$ cat config.mk
export PLATFORM = sky130hd
export DESIGN_NAME = rst_call_push_sequencer_flat
export DESIGN_NICKNAME = d
export VERILOG_FILES = /design/src/rtl/rst_call_push_sequencer_pkg.sv /design/src/rtl/rst_call_push_sequencer_if.sv /design/src/rtl/rst_call_push_sequencer_push_byte_writer.sv /design/src/rtl/rst_call_push_sequencer.sv /design/src/flat_wrapper.sv
export SDC_FILE = /design/constraint.sdc
export NUM_CORES = 1
export LEC_CHECK = 0
export CAP_MARGIN = 20
export CORE_UTILIZATION = 40
export CTS_BUF_LIST = sky130_fd_sc_hd__clkbuf_8 sky130_fd_sc_hd__clkbuf_16
export DETAILED_ROUTE_END_ITERATION = 6
export PLACE_DENSITY_LB_ADDON = 0.1
export SLEW_MARGIN = 15
export SYNTH_ARGS = -nofsm -noshare
export SYNTH_HDL_FRONTEND = slang
export SYNTH_SLANG_ARGS = --single-unit
$ cat constraint.sdc
create_clock -name clock -period 2.6 [get_ports clock]
set_input_delay 0.39 -clock clock [delete_from_list [all_inputs] [get_ports clock]]
set_output_delay 0.39 -clock clock [all_outputs]
set_load 0.005 [all_outputs]
$ cat src/rtl/rst_call_push_sequencer_pkg.sv
// -----------------------------------------------------------------------------
// rst_call_push_sequencer_pkg
// Shared definitions for the RST/CALL push sequencer:
//   state_e            - sequencer FSM states
//   RST_VECTOR_SHIFT   - RST index to vector address shift (index * 8)
//   PUSH_HIGH_FIRST    - push byte order: PC high byte first, at SP-1
//   PUSH_*_OFFSET      - SP decrement applied for the first/second pushed byte
// -----------------------------------------------------------------------------
package rst_call_push_sequencer_pkg;

    typedef enum logic [2:0] {
        ST_IDLE,
        ST_WR_HI,
        ST_WR_LO,
        ST_LOAD,
        ST_DONE
    } state_e;

    localparam int unsigned RST_VECTOR_SHIFT   = 3;
    localparam bit          PUSH_HIGH_FIRST    = 1'b1;
    localparam int unsigned PUSH_FIRST_OFFSET  = 1;
    localparam int unsigned PUSH_SECOND_OFFSET = 2;

endpackage

$ cat src/rtl/rst_call_push_sequencer_if.sv
// -----------------------------------------------------------------------------
// rst_call_push_sequencer_if
// Bundles the decoder request, memory write port and register-file update
// signals of the push sequencer.
//   master : decoder / memory / register-file side (drives requests, mem_ready)
//   slave  : the sequencer (drives memory writes, SP/PC loads, busy, done)
// -----------------------------------------------------------------------------
interface rst_call_push_sequencer_if #(
    parameter int unsigned ADDR_W = 16,
    parameter int unsigned DATA_W = 8
);
    // request from opcode decode
    logic              start;
    logic              is_call;
    logic [2:0]        vector;
    logic [ADDR_W-1:0] call_target;
    logic [ADDR_W-1:0] pc_in;
    logic [ADDR_W-1:0] sp_in;
    // memory write port
    logic [ADDR_W-1:0] mem_addr;
    logic [DATA_W-1:0] mem_wdata;
    logic              mem_we;
    logic              mem_ready;
    // register file updates and status
    logic [ADDR_W-1:0] sp_out;
    logic              sp_load;
    logic [ADDR_W-1:0] pc_out;
    logic              pc_load;
    logic              busy;
    logic              done;

    modport master (
        output start, is_call, vector, call_target, pc_in, sp_in, mem_ready,
        input  mem_addr, mem_wdata, mem_we, sp_out, sp_load, pc_out, pc_load,
               busy, done
    );

    modport slave (
        input  start, is_call, vector, call_target, pc_in, sp_in, mem_ready,
        output mem_addr, mem_wdata, mem_we, sp_out, sp_load, pc_out, pc_load,
               busy, done
    );
endinterface

$ cat src/rtl/rst_call_push_sequencer_push_byte_writer.sv
// -----------------------------------------------------------------------------
// rst_call_push_sequencer_push_byte_writer
// Holds one memory write (address, data, write enable) until the memory
// accepts it, then returns to an all-zero idle output.
//   clock, reset   - system clock, synchronous active-high reset
//   load_i         - capture addr_i/data_i and raise mem_we_o next cycle
//   addr_i, data_i - write to be issued
//   mem_ready_i    - memory accepts the pending write this cycle
//   mem_addr_o, mem_wdata_o, mem_we_o - registered write port
//   accept_o       - pending write accepted this cycle
// -----------------------------------------------------------------------------
module rst_call_push_sequencer_push_byte_writer
    import rst_call_push_sequencer_pkg::*;
#(
    parameter int unsigned ADDR_W = 16,
    parameter int unsigned DATA_W = 8
) (
    input  logic              clock,
    input  logic              reset,
    input  logic              load_i,
    input  logic [ADDR_W-1:0] addr_i,
    input  logic [DATA_W-1:0] data_i,
    input  logic              mem_ready_i,
    output logic [ADDR_W-1:0] mem_addr_o,
    output logic [DATA_W-1:0] mem_wdata_o,
    output logic              mem_we_o,
    output logic              accept_o
);
    logic [ADDR_W-1:0] addr_q;
    logic [DATA_W-1:0] data_q;
    logic              we_q;

    assign accept_o    = we_q & mem_ready_i;
    assign mem_addr_o  = addr_q;
    assign mem_wdata_o = data_q;
    assign mem_we_o    = we_q;

    // A new load wins over the accept clear so the second byte can be issued
    // in the same edge that retires the first one (no bubble between bytes).
    always_ff @(posedge clock) begin
        if (reset) begin
            addr_q <= '0;
            data_q <= '0;
            we_q   <= 1'b0;
        end else if (load_i) begin
            addr_q <= addr_i;
            data_q <= data_i;
            we_q   <= 1'b1;
        end else if (accept_o) begin
            addr_q <= '0;
            data_q <= '0;
            we_q   <= 1'b0;
        end
    end
endmodule

$ cat src/rtl/rst_call_push_sequencer.sv
// -----------------------------------------------------------------------------
// rst_call_push_sequencer
// Executes the stack push and PC redirect of RST n / CALL: pushes the return
// address (high byte at SP-1, low byte at SP-2), then loads SP-2 and the
// target into the register file and pulses done.
//   clock - system clock, all state on rising edge
//   reset - synchronous, active-high
//   bus   - slave side of rst_call_push_sequencer_if: start/is_call/vector/
//           call_target/pc_in/sp_in request, mem_* write port, sp_*/pc_*
//           register updates, busy and done status
// -----------------------------------------------------------------------------
module rst_call_push_sequencer
    import rst_call_push_sequencer_pkg::*;
#(
    parameter int unsigned ADDR_W = 16,
    parameter int unsigned DATA_W = 8
) (
    input  logic                        clock,
    input  logic                        reset,
    rst_call_push_sequencer_if.slave    bus
);
    state_e            state_q;
    logic [ADDR_W-1:0] pc_q;
    logic [ADDR_W-1:0] sp_q;
    logic [ADDR_W-1:0] tgt_q;
    logic [ADDR_W-1:0] sp_out_q;
    logic [ADDR_W-1:0] pc_out_q;
    logic              sp_load_q;
    logic              pc_load_q;
    logic              busy_q;
    logic              done_q;

    logic              wr_load;
    logic [ADDR_W-1:0] wr_addr;
    logic [DATA_W-1:0] wr_data;
    logic              wr_accept;
    logic [ADDR_W-1:0] wr_mem_addr;
    logic [DATA_W-1:0] wr_mem_wdata;
    logic              wr_mem_we;

    logic [DATA_W-1:0] first_byte_in;
    logic [DATA_W-1:0] second_byte_q;
    logic [ADDR_W-1:0] target_in;

    assign first_byte_in = PUSH_HIGH_FIRST ? bus.pc_in[ADDR_W-1 -: DATA_W]
                                           : bus.pc_in[DATA_W-1:0];
    assign second_byte_q = PUSH_HIGH_FIRST ? pc_q[DATA_W-1:0]
                                           : pc_q[ADDR_W-1 -: DATA_W];
    assign target_in     = bus.is_call ? bus.call_target
                                       : (ADDR_W'(bus.vector) << RST_VECTOR_SHIFT);

    // First byte is issued straight from the request inputs so the write is
    // already on the bus in the first WR_HI cycle.
    always_comb begin
        wr_load = 1'b0;
        wr_addr = '0;
        wr_data = '0;
        case (state_q)
            ST_IDLE: begin
                if (bus.start) begin
                    wr_load = 1'b1;
                    wr_addr = bus.sp_in - ADDR_W'(PUSH_FIRST_OFFSET);
                    wr_data = first_byte_in;
                end
            end
            ST_WR_HI: begin
                if (wr_accept) begin
                    wr_load = 1'b1;
                    wr_addr = sp_q - ADDR_W'(PUSH_SECOND_OFFSET);
                    wr_data = second_byte_q;
                end
            end
            default: ;
        endcase
    end

    rst_call_push_sequencer_push_byte_writer #(
        .ADDR_W (ADDR_W),
        .DATA_W (DATA_W)
    ) u_writer (
        .clock       (clock),
        .reset       (reset),
        .load_i      (wr_load),
        .addr_i      (wr_addr),
        .data_i      (wr_data),
        .mem_ready_i (bus.mem_ready),
        .mem_addr_o  (wr_mem_addr),
        .mem_wdata_o (wr_mem_wdata),
        .mem_we_o    (wr_mem_we),
        .accept_o    (wr_accept)
    );

    always_ff @(posedge clock) begin
        if (reset) begin
            state_q   <= ST_IDLE;
            pc_q      <= '0;
            sp_q      <= '0;
            tgt_q     <= '0;
            sp_out_q  <= '0;
            pc_out_q  <= '0;
            sp_load_q <= 1'b0;
            pc_load_q <= 1'b0;
            busy_q    <= 1'b0;
            done_q    <= 1'b0;
        end else begin
            sp_load_q <= 1'b0;
            pc_load_q <= 1'b0;
            done_q    <= 1'b0;
            case (state_q)
                ST_IDLE: begin
                    if (bus.start) begin
                        pc_q    <= bus.pc_in;
                        sp_q    <= bus.sp_in;
                        tgt_q   <= target_in;
                        busy_q  <= 1'b1;
                        state_q <= ST_WR_HI;
                    end
                end
                ST_WR_HI: begin
                    if (wr_accept) state_q <= ST_WR_LO;
                end
                ST_WR_LO: begin
                    // Register updates are set up here so they are visible
                    // during the LOAD cycle itself.
                    if (wr_accept) begin
                        sp_out_q  <= sp_q - ADDR_W'(PUSH_SECOND_OFFSET);
                        pc_out_q  <= tgt_q;
                        sp_load_q <= 1'b1;
                        pc_load_q <= 1'b1;
                        state_q   <= ST_LOAD;
                    end
                end
                ST_LOAD: begin
                    done_q  <= 1'b1;
                    state_q <= ST_DONE;
                end
                ST_DONE: begin
                    busy_q  <= 1'b0;
                    state_q <= ST_IDLE;
                end
                default: begin
                    busy_q  <= 1'b0;
                    state_q <= ST_IDLE;
                end
            endcase
        end
    end

    assign bus.mem_addr  = wr_mem_addr;
    assign bus.mem_wdata = wr_mem_wdata;
    assign bus.mem_we    = wr_mem_we;
    assign bus.sp_out    = sp_out_q;
    assign bus.sp_load   = sp_load_q;
    assign bus.pc_out    = pc_out_q;
    assign bus.pc_load   = pc_load_q;
    assign bus.busy      = busy_q;
    assign bus.done      = done_q;
endmodule

$ cat src/flat_wrapper.sv
// flat-port wrapper written by rule: the top's interface ports become plain ports
module rst_call_push_sequencer_flat import rst_call_push_sequencer_pkg::*;
#(
    parameter int unsigned ADDR_W = 16,
    parameter int unsigned DATA_W = 8
)
  (clock, reset, bus_start, bus_is_call, bus_vector, bus_call_target, bus_pc_in, bus_sp_in, bus_mem_ready, bus_mem_addr, bus_mem_wdata, bus_mem_we, bus_sp_out, bus_sp_load, bus_pc_out, bus_pc_load, bus_busy, bus_done);
  rst_call_push_sequencer_if #(.ADDR_W(ADDR_W), .DATA_W(DATA_W)) bus_i ();
  input  logic clock;
  input  logic reset;
  input wire logic [$bits(bus_i.start)-1:0] bus_start;
  input wire logic [$bits(bus_i.is_call)-1:0] bus_is_call;
  input wire logic [$bits(bus_i.vector)-1:0] bus_vector;
  input wire logic [$bits(bus_i.call_target)-1:0] bus_call_target;
  input wire logic [$bits(bus_i.pc_in)-1:0] bus_pc_in;
  input wire logic [$bits(bus_i.sp_in)-1:0] bus_sp_in;
  input wire logic [$bits(bus_i.mem_ready)-1:0] bus_mem_ready;
  output wire logic [$bits(bus_i.mem_addr)-1:0] bus_mem_addr;
  output wire logic [$bits(bus_i.mem_wdata)-1:0] bus_mem_wdata;
  output wire logic [$bits(bus_i.mem_we)-1:0] bus_mem_we;
  output wire logic [$bits(bus_i.sp_out)-1:0] bus_sp_out;
  output wire logic [$bits(bus_i.sp_load)-1:0] bus_sp_load;
  output wire logic [$bits(bus_i.pc_out)-1:0] bus_pc_out;
  output wire logic [$bits(bus_i.pc_load)-1:0] bus_pc_load;
  output wire logic [$bits(bus_i.busy)-1:0] bus_busy;
  output wire logic [$bits(bus_i.done)-1:0] bus_done;
  assign bus_i.start = bus_start;
  assign bus_i.is_call = bus_is_call;
  assign bus_i.vector = bus_vector;
  assign bus_i.call_target = bus_call_target;
  assign bus_i.pc_in = bus_pc_in;
  assign bus_i.sp_in = bus_sp_in;
  assign bus_i.mem_ready = bus_mem_ready;
  assign bus_mem_addr = bus_i.mem_addr;
  assign bus_mem_wdata = bus_i.mem_wdata;
  assign bus_mem_we = bus_i.mem_we;
  assign bus_sp_out = bus_i.sp_out;
  assign bus_sp_load = bus_i.sp_load;
  assign bus_pc_out = bus_i.pc_out;
  assign bus_pc_load = bus_i.pc_load;
  assign bus_busy = bus_i.busy;
  assign bus_done = bus_i.done;
  rst_call_push_sequencer #(.ADDR_W(ADDR_W), .DATA_W(DATA_W)) u_core (.clock(clock), .reset(reset), .bus(bus_i));
endmodule
# After elaboration in Yosys (flattened, before gate mapping)
# Index checks and enable logic that the tools add are counted.
classes:
  addsub: 2
  n_eq_ne: 6
  mux: 23
  bitwise: 3
  reduce_logical: 8
ops:
  columns: ["cell", "count"]
  rows:
  - ["16-bit two-way mux", 5]
  - ["8-bit two-way mux", 4]
  - ["16-bit one-hot mux with 2 select lines", 1]
  - ["8-bit one-hot mux with 2 select lines", 1]
  - ["16-bit by 1-bit subtractor with 16-bit output (second input constant)", 1]
  - ["16-bit by 2-bit subtractor with 16-bit output (second input constant)", 1]
  - ["3-bit one-hot mux with 4 select lines", 1]
  - ["3-bit two-way mux", 3]
  - ["3-bit by 2-bit equality test with 1-bit output (second input constant)", 2]
  - ["1-bit two-way mux", 6]
  - ["2-bit != test (second input constant)", 3]
  - ["2-bit AND reduction", 3]
  - ["1-bit one-hot mux with 2 select lines", 2]
  - ["3-bit by 1-bit equality test with 1-bit output (second input constant)", 1]
  - ["3-bit logical NOT", 1]
  - ["3-bit AND reduction", 1]
  - ["3-bit OR reduction", 1]
  - ["1-bit NOT", 2]
  - ["2-bit nonzero test", 1]
  - ["2-bit OR reduction", 1]
  - ["1-bit AND", 1]
word_totals:
  reg_bits: 103
  input_bits: 56
  out_inout_bits: 61
  elab_cells: 54

# Longest topological paths before layout
logic_depth:
  word_depth: 4
  mapped_depth: 7
  ltp_nobuf: 7

# Cells and area by module
# A second synthesis with hierarchy kept.
unflattened:
  hier_cells: 544
  area_unflattened_um2: 4484.3
by_module_without_submodules:
  columns: ["module", "n_inst", "cells_per_inst", "area_each_um2", "seq_area_each_um2"]
  rows:
  - ["rst_call_push_sequencer", 1, 432, 3460.8, 1561.5]
  - ["rst_call_push_sequencer_push_byte_writer", 1, 112, 1023.5, 500.5]

# Least setup slack after synthesis
# No wires, ideal clock.
synth_path:
  kind: "input port to flip-flop"
  start: "in bus_sp_in[0]"
  end: "reg u_core.u_writer.addr_q[14] (netlist: u_core.u_writer.mem_addr_o[14])"
  setup_ps: 132
  arrival_time_ps: 1646
  required_time_ps: 2468
  path_slack_ps: 822
  stages: 7
  path_buffers: 0
  cell_sequence: "inv_1 > ha_1 > nor3b_1 > nand4_1 > xnor2_1 > a22oi_1 > a21oi_1"
synth_between:
  elab_chain_cells: 4
synth_lines:
  columns: ["element", "line", "source"]
  rows:
  - ["from (decl)", "flat_wrapper.sv:16", "input wire logic [$bits(bus_i.sp_in)-1:0] bus_sp_in;"]
  - ["16-bit by 1-bit subtractor with 16-bit output", "rst_call_push_sequencer.sv:62", "wr_addr = bus.sp_in - ADDR_W'(PUSH_FIRST_OFFSET);"]
  - ["16-bit two-way mux", "rst_call_push_sequencer.sv:60", "if (bus.start) begin"]
  - ["16-bit one-hot mux with 2 select lines", "rst_call_push_sequencer.sv:58", "case (state_q)"]
  - ["16-bit two-way mux", "rst_call_push_sequencer_push_byte_writer.sv:45", "end else if (load_i) begin"]
  - ["to (signal assigned)", "rst_call_push_sequencer_push_byte_writer.sv:46", "addr_q <= addr_i;"]
  - ["to (decl)", "rst_call_push_sequencer_push_byte_writer.sv:29", "logic [ADDR_W-1:0] addr_q;"]
# No other way between the ends.
# A chain may end at the register's enable or synchronous reset.

# Worst setup path after layout
layout_path:
  start: "reg u_core.sp_q[1]"
  end: "reg u_core.u_writer.addr_q[15] (netlist: u_core.u_writer.mem_addr_o[15])"
layout_between:
  elab_chain_cells: 4
layout_lines:
  columns: ["element", "line", "source"]
  rows:
  - ["from (decl)", "rst_call_push_sequencer.sv:24", "logic [ADDR_W-1:0] sp_q;"]
  - ["from (signal assigned)", "rst_call_push_sequencer.sv:113", "sp_q <= bus.sp_in;"]
  - ["16-bit by 2-bit subtractor with 16-bit output", "rst_call_push_sequencer.sv:69", "wr_addr = sp_q - ADDR_W'(PUSH_SECOND_OFFSET);"]
  - ["16-bit two-way mux", "rst_call_push_sequencer.sv:67", "if (wr_accept) begin"]
  - ["16-bit one-hot mux with 2 select lines", "rst_call_push_sequencer.sv:58", null]
  - ["16-bit two-way mux", "rst_call_push_sequencer_push_byte_writer.sv:45", null]
# No other way between the ends.

==> flow_metrics.py <==
metrics = {
    "sta": {
        "finalMaxSlewViolations": 0,
        "final-hold-violation-count": 0,
        "rsz0062_at_grt": "false",
        "worst_margin_slew_ns": 0.678,
        "finalSetupViolations": 0,
        "timing.max_slew.rel_slack": 0.547,
        "tcrit_tclk_final": 0.775,
        "clock.fmax_mhz": 496,
        "clock-skew-final_ns": 0.0101,
        "timing.setup.tns_ns": 0,
        "final_critical_period_ns": 2.01,
    },
    "final_layout": {
        "mostFrequentLayoutCells": "sky130_fd_sc_hd__clkdlybuf4s50_1, sky130_fd_sc_hd__nand2_1, sky130_fd_sc_hd__dfxtp_1",
        "layout_commonest_cell": "sky130_fd_sc_hd__clkdlybuf4s50_1",
        "layout_area_overhead_pct": 34.9,
        "nNetsFinal": 675,
        "final_layout_size_suffix_gt1_frac": 0.0627,
        "n_fill_cell": 1010,
        "n_antenna_cell": 0,
    },
    "die": {
        "die_w_um": 105,
        "floorplan.die.height_um": 105,
        "dieArea_mm2": 0.0111,
        "core_footprint_mm2": 0.0103,
        "rows": 37,
        "start_util": 0.412,
        "io_pins": 117,
    },
    "global_routing": {
        "grt.total_usage": 0.215,
        "grt_start_max_net_pins": 66,
        "grt_pass1_vias": 3760,
        "antenna_found_initial": 0,
        "wire_length_of_the_first_global_routing_pass_um": 18800,
        "grt_overflow": 0,
    },
    "clock_network": {
        "tritoncts": "done",
        "clock_latency_ns": 0.36,
        "clock_tree.buffer_depth": 2,
        "cts.hold.buffers_added": 0,
        "cts.repair_timing.setup_buffer_count": 0,
        "cts.sink_count": 103,
        "postCtsResizedCells": 0,
        "numCtsBuffers": 9,
        "clk_pin_slew_ns": 0.10,
        "clockRootBuffer": "sky130_fd_sc_hd__clkbuf_8",
        "cts_htree_levels": 3,
    },
    "routing": {
        "ant_nets": 0,
        "vias": 3955,
        "first_iter_violations": 240,
        "drc_errors": 0,
        "vias_per_std_cell": 5.22,
        "wire_per_inst_um": 15.2,
        "detailedRoute.firstPassIterationCount": 5,
        "wl_um": 11500,
    },
    "worst_setup_path": {
        "critPathBufInv": 1,
        "crit_required_ns": 2.86,
        "worst_setup_path_start_kind": "flop",
        "cp_slowest_cell": "sky130_fd_sc_hd__dfxtp_1",
        "critical_path.endpoint_type": "flop",
        "highest_cell_delay_on_the_worst_timing_path_ns": 0.39,
        "worst-setup-path-type": "reg2reg",
        "timing.critical_path.fanout_max": 7,
        "worstPathCellList": "inv_1 > ha_1 > nor3b_1 > nand4_1 > xnor2_1 > a22o_1 > o21ba_1",
        "timing.critical_path.arrival_ns": 2.28,
        "crit_family": "simple AND/OR/NAND/NOR gates",
    },
    "placement": {
        "hpwl_um": 8180,
        "placement.io_buffers": 116,
        "weighted_congestion_at_the_end_of_routability_driven_global_placement": 0.866,
    },
    "power": {
        "power.ir.vdd_worst_mv": 0.314,
        "power_frac_seq": 0.533,
        "power.leakage_nw": 2.02,
        "switching_share": 0.288,
        "p_int_w": 0.00228,
        "p_comb_frac": 0.172,
        "switchingPower_w": 0.000920,
        "power.clock.fraction": 0.295,
        "power_per_cell_area_mw_per_mm2": 557,
        "total_power_w": 0.00320,
    },
    "yosys": {
        "number_of_synthesized_flops_with_an_enable_pin": 0,
        "seq_area_frac_synth": 0.485,
        "ys_async_sr_fraction": 0,
        "mappedNetlistNets": 572,
        "yosys_register_bits": 103,
        "synthCells": 514,
        "post_synthesis_instance_area_mm2": 0.00425,
        "ys.warnings.count": 0,
        "yosysUniqueCellTypes": 43,
        "ys.flop_type": "sky130_fd_sc_hd__dfxtp_1",
        "synth.top_cell.area_share": 0.485,
        "synthDominantAreaCellType": "sky130_fd_sc_hd__dfxtp_1",
        "synth.avg_cell_area_um2": 8.28,
        "synthTopCellsByArea": "sky130_fd_sc_hd__dfxtp_1, sky130_fd_sc_hd__nand2_1, sky130_fd_sc_hd__a21oi_1, sky130_fd_sc_hd__nor2_1, sky130_fd_sc_hd__xnor2_1",
    },
    "run": {
        "max_capacitance_violation_total": 0,
    },
    "hold_path": {
        "type_of_the_most_critical_hold_path": "reg2reg",
    },
    "status": {
        "status": "finished clean",
    },
}
[metrics by stage]
step	setup slack, ns	hold WS (ns)	utilization	cell area [um2]	std cells
after global routing	0.460	0.476	0.556	5740	758
after CTS	0.604	0.459	0.556	5740	758
after global placement	0.443	0.437	0.538	5560	742
after floorplan	0.822	0.432	-	4250	514
final	0.585	0.452	0.556	5740	758
after detailed placement	0.355	0.443	0.538	5560	742
[cell type report]
class                           instances  area (um2)  area share
Clock buffer                            9         124      0.0216
Clock inverter                          7        56.3     0.00981
Multi-Input combinational cell        368        2020       0.352
Sequential cell                       103        2060       0.359
Inverter                                4        15.0     0.00262
Tap cell                              136         170      0.0296
Timing Repair Buffer                  131        1290       0.225
[sequential cells by signal, summed over array words and instances (netlist names)]
| register | count |
|---|---|
| u_core.bus.sp_load | 1 |
| u_core.u_writer.mem_addr_o | 16 |
| u_core.pc_q | 8 |
| u_core.u_writer.mem_we_o | 1 |
| u_core.sp_q | 16 |
| u_core.tgt_q | 16 |
| u_core.state_q | 3 |
| u_core.bus.pc_out | 16 |
| u_core.bus.busy | 1 |
| u_core.bus.done | 1 |
| u_core.u_writer.mem_wdata_o | 8 |
| u_core.bus.sp_out | 16 |
[metal layers]
| layer | track usage | vias up | routed length [um] | share of wire |
|---|---|---|---|---|
| met1 | 0.284 | 1830 | 5200 | 0.45 |
| met2 | 0.352 | 137 | 5360 | 0.46 |
| met4 | 0.0644 | 0 | 202 | 0.017 |
| met3 | 0.0449 | 17 | 785 | 0.068 |
| li1 | - | 1971 | - | - |
| met5 | 0 | - | 0 | 0 |
[worst paths after layout]
kind                                       from                             end  slack [ns]  depth (start not counted)
worst max-delay path             u_core.sp_q[1]  u_core.u_writer.mem_addr_o[15]        0.59                          7
worst max register to register   u_core.sp_q[1]  u_core.u_writer.mem_addr_o[15]        0.59                          7
worst min-delay path            u_core.tgt_q[0]            u_core.bus.pc_out[0]        0.45                          2
worst min register to register  u_core.tgt_q[0]            u_core.bus.pc_out[0]        0.45                          2
[worst reg2reg max path, cell delays in order, from the launching register on]
cell and delay (ns):
sky130_fd_sc_hd__dfxtp_1 0.39, sky130_fd_sc_hd__inv_1 0.17, sky130_fd_sc_hd__ha_1 0.34, sky130_fd_sc_hd__nor3b_1 0.27, sky130_fd_sc_hd__nand4_1 0.19, sky130_fd_sc_hd__xnor2_1 0.21
sky130_fd_sc_hd__a22o_1 0.19, sky130_fd_sc_hd__o21ba_1 0.17
[synthesized netlist by cell type, types with 2 or more instances]
| master | n |
|---|---|
| sky130_fd_sc_hd__a22oi_1 | 9 |
| sky130_fd_sc_hd__xnor2_1 | 18 |
| sky130_fd_sc_hd__nor3b_1 | 3 |
| sky130_fd_sc_hd__dfxtp_1 | 103 |
| sky130_fd_sc_hd__or3_1 | 2 |
| sky130_fd_sc_hd__a211oi_1 | 9 |
| sky130_fd_sc_hd__xor2_1 | 6 |
| sky130_fd_sc_hd__nor3_1 | 19 |
| sky130_fd_sc_hd__nand4b_1 | 2 |
| sky130_fd_sc_hd__nor4_1 | 4 |
| sky130_fd_sc_hd__nand2_1 | 107 |
| sky130_fd_sc_hd__nand4_1 | 5 |
| sky130_fd_sc_hd__buf_2 | 11 |
| sky130_fd_sc_hd__a222oi_1 | 10 |
| sky130_fd_sc_hd__a21oi_1 | 66 |
| sky130_fd_sc_hd__a221oi_1 | 2 |
| sky130_fd_sc_hd__ha_1 | 2 |
| sky130_fd_sc_hd__inv_1 | 4 |
| sky130_fd_sc_hd__nand2b_1 | 5 |
| sky130_fd_sc_hd__and3_1 | 3 |
| sky130_fd_sc_hd__nor2_1 | 54 |
| sky130_fd_sc_hd__nor4_4 | 2 |
| sky130_fd_sc_hd__nand3_1 | 18 |
| sky130_fd_sc_hd__clkbuf_1 | 27 |
| sky130_fd_sc_hd__mux2i_1 | 5 |
[logic make-up after synthesis]
kind of cell,share of synthesized area
muxes,0.0118
DFF,0.485
buffers and inverters,0.0421
xor gates and xnor gates,0.0494
AOI/OAI and AO/OA,0.155
and+or+nand+nor,0.251
adders and majority gates,0.00588
[power by group through the flow]
stage                     Clock [W]  Sequential (W)  Combinational, W
after floorplan                   0         0.00173          0.000303
after global routing        0.00104         0.00172          0.000602
after global placement            0         0.00174          0.000543
after detailed placement          0         0.00174          0.000548
final                      0.000944         0.00171          0.000549
after CTS                  0.000965         0.00170          0.000551
Note: power is estimated with default switching activity, not from simulation.
